### src/rtl/mem_port_arbiter.sv
// Memory port arbiter: shares one memory port between the instruction-fetch
// and load/store requesters of the RV32I core.
//   clk, rst                 : clock, synchronous active-high reset
//   i_read/i_addr            : instruction-side level request
//   i_rdata/i_resp           : instruction-side read data / completion
//   d_read/d_write/d_addr/
//   d_wdata/d_wmask          : data-side level request
//   d_rdata/d_resp           : data-side read data / completion
//   mem_*                    : shared memory port
//   proto_err, timeout_err   : sticky debug flags
module mem_port_arbiter #(
   parameter int unsigned ADDR_WIDTH = 32,
   parameter int unsigned DATA_WIDTH = 32,
   parameter int unsigned ARB_MODE   = 0,
   parameter int unsigned TIMEOUT    = 0
) (
   input  logic                    clk,
   input  logic                    rst,
   input  logic                    i_read,
   input  logic [ADDR_WIDTH-1:0]   i_addr,
   output logic [DATA_WIDTH-1:0]   i_rdata,
   output logic                    i_resp,
   input  logic                    d_read,
   input  logic                    d_write,
   input  logic [ADDR_WIDTH-1:0]   d_addr,
   input  logic [DATA_WIDTH-1:0]   d_wdata,
   input  logic [DATA_WIDTH/8-1:0] d_wmask,
   output logic [DATA_WIDTH-1:0]   d_rdata,
   output logic                    d_resp,
   output logic                    mem_read,
   output logic                    mem_write,
   output logic [ADDR_WIDTH-1:0]   mem_address,
   output logic [DATA_WIDTH-1:0]   mem_wdata,
   output logic [DATA_WIDTH/8-1:0] mem_byte_enable,
   input  logic [DATA_WIDTH-1:0]   mem_rdata,
   input  logic                    mem_resp,
   output logic                    proto_err,
   output logic                    timeout_err
);

   localparam int unsigned CNT_WIDTH = (TIMEOUT == 0) ? 1 : $clog2(TIMEOUT + 1);
   localparam logic [CNT_WIDTH-1:0] CNT_LIMIT = CNT_WIDTH'(TIMEOUT);

   typedef enum logic [1:0] {
      IDLE   = 2'd0,
      I_BUSY = 2'd1,
      D_BUSY = 2'd2
   } state_t;

   state_t               state_q, state_d;
   logic                 last_d_q, last_d_d;   // 1: data side was served last
   logic [CNT_WIDTH-1:0] cnt_q, cnt_d;
   logic                 proto_err_d, timeout_err_d;
   logic                 d_req;

   assign d_req = d_read | d_write;

   // State and sticky-flag registers
   always_ff @(posedge clk) begin
      if (rst) begin
         state_q     <= IDLE;
         last_d_q    <= 1'b0;
         cnt_q       <= '0;
         proto_err   <= 1'b0;
         timeout_err <= 1'b0;
      end else begin
         state_q     <= state_d;
         last_d_q    <= last_d_d;
         cnt_q       <= cnt_d;
         proto_err   <= proto_err_d;
         timeout_err <= timeout_err_d;
      end
   end

   // Grant decision, port steering and watchdog
   always_comb begin
      state_d         = state_q;
      last_d_d        = last_d_q;
      cnt_d           = cnt_q;
      proto_err_d     = proto_err | (d_read & d_write);
      timeout_err_d   = timeout_err;
      mem_read        = 1'b0;
      mem_write       = 1'b0;
      mem_address     = i_addr;
      mem_wdata       = '0;
      mem_byte_enable = '0;
      i_resp          = 1'b0;
      d_resp          = 1'b0;
      i_rdata         = mem_rdata;
      d_rdata         = mem_rdata;

      case (state_q)
         IDLE: begin
            cnt_d = '0;
            if (i_read && d_req) begin
               // Round-robin hands the port to the side not served last
               state_d = (ARB_MODE == 0 || !last_d_q) ? D_BUSY : I_BUSY;
            end else if (d_req) begin
               state_d = D_BUSY;
            end else if (i_read) begin
               state_d = I_BUSY;
            end
         end
         I_BUSY: begin
            mem_read        = 1'b1;
            mem_byte_enable = '1;
            i_resp          = mem_resp;
            if (mem_resp) begin
               state_d  = IDLE;
               last_d_d = 1'b0;
            end
         end
         D_BUSY: begin
            // Simultaneous read and write is served as a write
            mem_read        = d_read & ~d_write;
            mem_write       = d_write;
            mem_address     = d_addr;
            mem_wdata       = d_wdata;
            mem_byte_enable = d_write ? d_wmask : '1;
            d_resp          = mem_resp;
            if (mem_resp) begin
               state_d  = IDLE;
               last_d_d = 1'b1;
            end
         end
         default: state_d = IDLE;
      endcase

      // Saturating wait counter; the arbiter keeps waiting after a timeout
      if (state_q != IDLE && !mem_resp) begin
         if (cnt_q != CNT_LIMIT) begin
            cnt_d = cnt_q + CNT_WIDTH'(1);
         end
         if (TIMEOUT != 0 && cnt_d == CNT_LIMIT) begin
            timeout_err_d = 1'b1;
         end
      end

      // Reset squashes strobes and any memory response in the same cycle
      if (rst) begin
         mem_read  = 1'b0;
         mem_write = 1'b0;
         i_resp    = 1'b0;
         d_resp    = 1'b0;
      end
   end

endmodule

### config.mk
export PLATFORM = sky130hd
export DESIGN_NAME = mem_port_arbiter
export DESIGN_NICKNAME = d
export VERILOG_FILES = /design/src/rtl/mem_port_arbiter.sv
export SDC_FILE = /design/constraint.sdc
export NUM_CORES = 1
export LEC_CHECK = 0
export CAP_MARGIN = 10
export CORE_AREA = 2 2 108 110
export DETAILED_ROUTE_END_ITERATION = 8
export DIE_AREA = 0 0 110 112
export PLACE_DENSITY_LB_ADDON = 0.05
export SETUP_SLACK_MARGIN = 0.4
export SYNTH_ARGS = -nofsm -noshare
export SYNTH_HDL_FRONTEND = slang
export SYNTH_SLANG_ARGS = --single-unit
### constraint.sdc
create_clock -name clk -period 1.8 [get_ports clk]
set_input_delay 0.27 -clock clk [delete_from_list [all_inputs] [get_ports clk]]
set_output_delay 0.27 -clock clk [all_outputs]
set_load 0.01 [all_outputs]
==> metrics.log, run 1 <==
INFO  metric drc = 0
INFO  metric floorplan.die.height = 112 microns
INFO  metric worst-path-max-fanout = 6
INFO  metric crit_required = 1.53 ns
INFO  metric cell_at_the_slowest_stage_of_the_critical_path = sky130_fd_sc_hd__dfxtp_2
INFO  metric diodes = 0
INFO  metric delay_of_the_slowest_cell_on_the_worst_path = approximately 0.34 ns
INFO  metric viasPerCell = 3.71
INFO  metric flow.area_growth_from_synthesis = 147%
INFO  metric finalWeightedCongestion = ~0.64
INFO  metric via_count_of_the_routed_design = 1719
INFO  metric timing_max_transition_violations_final = 0
INFO  metric synth_fp_nets = 316
INFO  metric max-vdd-ir-drop = 0.405 mV
INFO  metric fin_crit = 1.78 ns
INFO  metric synth.distinct_cells = 25
INFO  metric min_path_type = reg2reg
INFO  metric power.density_cell_area = 558 nW/um^2
INFO  metric detail_route.iter0.violations = 29
INFO  metric async_reset_ff_share = 0%
INFO  metric grt_setup_unrepaired = yes
INFO  metric wl_per_cell = roughly 15 microns
INFO  metric cts.sinks = 3
INFO  metric post-route-period-util = 98.6%
INFO  metric max_clock_freq = 563 MHz
INFO  metric postSynthCellCount = 174
INFO  metric gr-total-overflow = 0
INFO  metric io_buffers = 178
INFO  metric grt_pass1_wl = 9.29 mm
INFO  metric synth.yosys.warnings = 0
INFO  metric syn_area = 1510 sq um
INFO  metric setup_viol = 0
INFO  metric cts_inserted_buffers = 3
INFO  metric run_status = complete, no violations
INFO  metric crit-reg2reg-launch = state_q[0]$_SDFFE_PP0P_
INFO  metric cts_tree = done
INFO  metric first_global_vias = 1720
INFO  metric finalHoldViolCount = 0
INFO  metric antenna_violating_nets_remaining = 0
INFO  metric cts_root_buffer = sky130_fd_sc_hd__clkbuf_16
INFO  metric timing.setup.tns = 0 ns
INFO  metric worstPathCellList = inv_4, ha_4, buf_12, buf_16, mux2_4, buf_6
INFO  metric antenna_found_initial = 0
INFO  metric hold_path_startpoint = proto_err$_SDFF_PP0_
INFO  metric synth.ff_latch_count = 3
INFO  metric clk_latency = 0.22 ns
INFO  metric synth_enable_flop_cells = 0
INFO  metric p_leak = 1.65 nW
INFO  metric max_capacitance_violation_count = 0
INFO  metric total_detailed_routing_wirelength = 6.82 mm
INFO  metric cp_data_arrival_time = between 1.5 and 2 ns
INFO  metric fin_skew = 0.00131 ns
INFO  metric design.final.nets = 463
INFO  metric clock_tree.htree_level_count = 1
INFO  metric finalCoreUtilization = 33.4%
INFO  metric place.detailed.hpwl = 5.29 mm
INFO  metric drt-pass1-iter-count = 4
INFO  metric postLayoutCellArea = 3730 sq um
INFO  metric mean_instance_size_in_the_synthesized_netlist = 8.68 sq um
INFO  metric cp-start-kind = flop
INFO  metric cts.path.max_buffers = 2
INFO  metric dpl-instance-area = 3040 sq um
INFO  metric crit_start = state_q[0]$_SDFFE_PP0P_
INFO  metric core_area = 11200 sq um
INFO  metric yosysSeqAreaShare = 3.98%
INFO  metric ios = around 280
INFO  metric layout-drive-gt1-share = 58.1%
INFO  metric yosys_most_used_dff = sky130_fd_sc_hd__dfxtp_1
INFO  metric grt_max_degree = 12
INFO  metric die_width = about 110 microns
INFO  metric die-area = 12300 sq um
INFO  metric timing_worst_setup_path_type = reg2out
INFO  metric floorplan.initialDensity = 13.5%
INFO  metric cts.reportedPaths.clkPinSlew = 0.03 ns
INFO  metric fin_worst_hold_slack = between 0.4 and 0.5 ns
INFO  metric fp-row-count = 39
INFO  metric worstSetupEndpointType = output port
INFO  metric track_usage = 9.77%
## layout make-up
type	count	area, sq um
Fill cell	1167	7440
Sequential cell	3	65.1
Tap cell	143	179
Timing Repair Buffer	214	2350
Multi-Input combinational cell	95	1030
Clock buffer	4	78.8
Inverter	4	22.5
## synth_stat cells (all sizes together) (2+ instances only)
| cell | count | share of area, % |
|---|---|---|
| buf | 69 | 37 |
| and2 | 32 | 13 |
| mux2 | 32 | 30 |
| o21ai | 5 | 1.7 |
| a21boi | 4 | 2.0 |
| a21oi | 4 | 1.3 |
| ha | 4 | 3.3 |
| inv | 4 | 0.99 |
| clkbuf | 3 | 0.75 |
| dfxtp | 3 | 4.0 |
| nor2 | 3 | 0.75 |
| nor2b | 2 | 0.83 |
| nor3b | 2 | 1.3 |
## logic make-up (layout without fill, tap and decap cells)
logic type | count (synthesis) | after routing | synth area share (%)
buffers and inverters | 76 | 222 | 38.8
and+or+nand+nor | 44 | 44 | 18.2
muxes | 32 | 32 | 30.1
AOI/OAI and AO/OA | 14 | 14 | 5.39
adders and majority gates | 4 | 4 | 3.31
DFF | 3 | 3 | 3.98
other | 1 | 1 | 0.248
## report_power, final
part / switching (mW) / internal, mW / total, mW
clock: 0.0577 / 0.292 / 0.350
sequential: 0.00860 / 0.0756 / 0.0842
combinational: 0.522 / 1.12 / 1.65
total: 0.589 / 1.49 / 2.08
## registers in the layout, summed over array words and instances (netlist names)
register / count
proto_err: 1
state_q: 2
## per-stage QoR
stage	setup slack, ns	total power [mW]	instances
after floorplan	0.414	0.752	174
after global placement	-0.155	1.28	436
after detailed placement	-0.158	1.27	436
after CTS	0.0122	1.95	459
after global routing	-0.0323	2.21	463
final	0.0243	2.08	463
## placed cells by master, fill, tap and decap left out, drive strengths merged, types with 2 or more instances in the layout
cell type	instances
a21boi	4
a21oi	4
and2	32
buf	103
clkbuf	5
clkdlybuf4s15	4
clkdlybuf4s50	105
dfxtp	3
ha	4
inv	4
mux2	32
nor2	3
nor2b	2
nor3b	2
o21ai	5
## routing by layer
metal / track usage (%) / vias up / wire length (microns)
met5: 0 / - / 0
met4: 1.35 / 0 / 65
met3: 5.39 / 12 / 1160
met2: 19.0 / 162 / 3450
met1: 8.81 / 751 / 2140
li1: - / 794 / -
## path summary, 6_finish.rpt
check / end / slack (ns) / cells after the start
worst max-delay path: mem_address[25] / 0.02 / 6
worst min-delay path: proto_err$_SDFF_PP0_ / 0.48 / 2
worst max register to register: state_q[0]$_SDFFE_PP0P_ / 0.50 / 7
worst min register to register: proto_err$_SDFF_PP0_ / 0.48 / 2
## worst max-delay path, delay by kind of cell (launching register included)
family / cells / cell delay (ns)
buf+inv: 4 / 0.45
flops: 1 / 0.34
fa+ha+maj: 1 / 0.20
mux: 1 / 0.30
## what timing repair did
action | CTS | global route
setup buffers | 13 | 3
resized for setup | 373 | 63
gates cloned | 6 | 1
setup endpoints to repair | 74 | 75
hold buffers | 0 | 0
pin swaps | 15 | 20
No activity file was read; power rests on OpenSTA's default activity.
==> run 2: changes to the inputs <==
--- a/config.mk
+++ b/config.mk
@@ -9,6 +9,7 @@
 export CORE_AREA = 2 2 108 110
 export DETAILED_ROUTE_END_ITERATION = 8
 export DIE_AREA = 0 0 110 112
+export MAX_ROUTING_LAYER = met4
 export PLACE_DENSITY_LB_ADDON = 0.05
 export SETUP_SLACK_MARGIN = 0.4
 export SYNTH_ARGS = -nofsm -noshare
==> run 2 against run 1 <==
Compared with the run above:
- sequential share of layout area stayed put
- hold slack stayed put
- wire length hardly changed
- critical path depth stayed put
- cell area stayed put
- die area stayed put
- register-to-register slack hardly changed
- critical endpoint unchanged
- largest cell class unchanged
==> metrics.log, run 2 (synthesis results as in run 1) <==
INFO  metric run_status = complete, no violations (unchanged)
INFO  metric most_frequent_standard_cell_in_the_layout_excluding_fill_and_tap_cells = sky130_fd_sc_hd__clkdlybuf4s50_1 (unchanged)
INFO  metric cts_root_buffer = sky130_fd_sc_hd__clkbuf_16 (unchanged)
INFO  metric registers_with_the_highest_flip_flop_counts = state_q x2, proto_err x1 (unchanged)
INFO  metric die_width = 110 microns (unchanged)
INFO  metric die-area = 12300 sq um (unchanged)
INFO  metric gr-total-overflow = 0 (unchanged)
INFO  metric worst-path-max-fanout = 6 (unchanged)
INFO  metric floorplan.die.height = 112 microns (unchanged)
INFO  metric grt_max_degree = 12 (unchanged)
INFO  metric timing.hold.worst_path_depth = 2 (unchanged)
INFO  metric detail_route.iter0.violations = 31 (was 29)
INFO  metric io_buffers = 178 (unchanged)
INFO  metric fin_worst_hold_slack = 0.480 ns (unchanged)
INFO  metric total_detailed_routing_wirelength = 6.81 mm (was 6.82 mm)
INFO  metric design.final.nets = 463 (unchanged)
INFO  metric most-common-layout-cells = 105 x sky130_fd_sc_hd__clkdlybuf4s50_1, 78 x sky130_fd_sc_hd__buf_6, 32 x sky130_fd_sc_hd__mux2_4, 30 x sky130_fd_sc_hd__and2_4, 8 x sky130_fd_sc_hd__buf_4 (unchanged)
INFO  metric cp-start-kind = flop (unchanged)
INFO  metric met3WireLength = 1.05 mm (was 1.16 mm)
INFO  metric place.detailed.hpwl = 5.29 mm (unchanged)
INFO  metric viasPerCell = 3.71 (unchanged)
INFO  metric cp_data_arrival_time = 1.51 ns (about the same)
INFO  metric timing_worst_setup_path_type = reg2out (unchanged)
INFO  metric wl_met1 = 2.25 mm (was 2.14 mm)
INFO  metric cts.sinks = 3 (unchanged)
INFO  metric finalCoreUtilization = 33.4% (unchanged)
INFO  metric core_area = 11200 sq um (unchanged)
INFO  metric finalHoldViolCount = 0 (unchanged)
INFO  metric cts_hold_repair.buffers = 0 (unchanged)
INFO  metric dr_wl_met2 = 3.45 mm (about the same)
INFO  metric regMostFlops = state_q (unchanged)
INFO  metric wl_per_cell = 14.7 microns (about the same)
INFO  metric grt_setup_unrepaired = yes (unchanged)
INFO  metric timing_max_transition_violations_final = 0 (unchanged)
INFO  metric power.density_cell_area = 557 nW/um^2 (was 558 nW/um^2)
INFO  metric crit_required = 1.53 ns (about the same)
INFO  metric postLayoutCellArea = 3730 sq um (unchanged)
INFO  metric cts.path.max_buffers = 2 (unchanged)
INFO  metric track_usage = 10.1% (was 9.77%)
INFO  metric fin_crit = 1.78 ns (about the same)
INFO  metric cts.reportedPaths.clkPinSlew = 0.03 ns (about the same)
INFO  metric drt-pass1-iter-count = 4 (unchanged)
INFO  metric max_capacitance_violation_count = 0 (unchanged)
INFO  metric setup_viol = 0 (unchanged)
INFO  metric top_signal_layer_used = met4 (unchanged)
INFO  metric post-route-period-util = 98.7% (was 98.6%)
INFO  metric layoutNonFillerInstCount = 463 (unchanged)
INFO  metric max_clock_freq = 563 MHz (about the same)
INFO  metric via_count_of_the_routed_design = 1719 (unchanged)
INFO  metric first_global_vias = 1727 (was 1720)
INFO  metric placedCellCount = 436 (unchanged)
INFO  metric layout-drive-gt1-share = 58.1% (unchanged)
INFO  metric worstSetupEndpointType = output port (unchanged)
INFO  metric drc = 0 (unchanged)
INFO  metric worstRegToRegCells = 7 (unchanged)
INFO  metric largest_reg_flops = 2 (unchanged)
INFO  metric finalWeightedCongestion = 0.644 (was 0.639)
INFO  metric flow.area_growth_from_synthesis = 147% (unchanged)
INFO  metric diodes = 0 (unchanged)
INFO  metric floorplan.initialDensity = 13.5% (unchanged)
INFO  metric fp-row-count = 39 (unchanged)
INFO  metric cts_tree = done (unchanged)
INFO  metric max-vdd-ir-drop = 0.405 mV (about the same)
INFO  metric min_path_type = reg2reg (unchanged)
INFO  metric dpl-instance-area = 3040 sq um (unchanged)
INFO  metric cts_inserted_buffers = 3 (unchanged)
INFO  metric clk_latency = 0.22 ns (about the same)
INFO  metric p_leak = 1.65 nW (unchanged)
INFO  metric antenna_found_initial = 0 (unchanged)
INFO  metric clock_tree.htree_level_count = 1 (unchanged)
INFO  metric ios = 276 (unchanged)
INFO  metric antenna_violating_nets_remaining = 0 (unchanged)
INFO  metric grt_pass1_wl = 9.27 mm (was 9.29 mm)
INFO  metric fin_skew = 0.00131 ns (unchanged)
run 2: path summary, 6_finish.rpt:
check	from	to	slack, ns
worst max-delay path	state_q[0]$_SDFFE_PP0P_	mem_address[25]	0.02
worst max register to register	state_q[0]$_SDFFE_PP0P_	state_q[0]$_SDFFE_PP0P_	0.50
worst min-delay path	proto_err$_SDFF_PP0_	proto_err$_SDFF_PP0_	0.48
worst min register to register	proto_err$_SDFF_PP0_	proto_err$_SDFF_PP0_	0.48
run 2: layer usage:
layer | track usage (%) | vias up
li1 | - | 794
met1 | 9.48 | 751
met2 | 19.0 | 162
met3 | 4.27 | 12
met4 | 1.35 | 0
met5 | - | -
run 2: timing repair:
item                                    CTS  global route
buffers inserted                         13             3
endpoints found under the setup margin   74            75
gates resized for setup                 373            63
cloned                                    6             1
pin swaps                                15            20
run 2: stage by stage:
stage,total power [mW],setup TNS [ns],setup WS [ns]
after floorplan,0.752,0,0.414
after global placement,1.28,-5.32,-0.155
after detailed placement,1.27,-4.02,-0.158
after CTS,1.95,0,0.0122
after global routing,2.21,-0.362,-0.0323
final,2.08,0,0.0243
run 2: critical path: stages, from the launching register on:
cell and delay [ns]:
sky130_fd_sc_hd__dfxtp_2 0.34, sky130_fd_sc_hd__inv_4 0.05, sky130_fd_sc_hd__ha_4 0.20, sky130_fd_sc_hd__buf_12 0.15, sky130_fd_sc_hd__buf_16 0.13, sky130_fd_sc_hd__mux2_4 0.30, sky130_fd_sc_hd__buf_6 0.12
run 2: area by class of cell:
type,count,area [sq um]
fill,1167,7440
timing repair buffer,214,2350
multi-input combinational,95,1030
tap,143,179
clock buffer,4,78.8
sequential,3,65.1
inverter,4,22.5
run 2: report_power, final:
group / leakage (nW) / internal [mW] / total [mW] / switching [mW]
Combinational: 1.59 / 1.12 / 1.65 / 0.522
Sequential: 0.0258 / 0.0756 / 0.0842 / 0.00860
Clock: 0.0382 / 0.292 / 0.350 / 0.0577
Total: 1.65 / 1.49 / 2.08 / 0.588
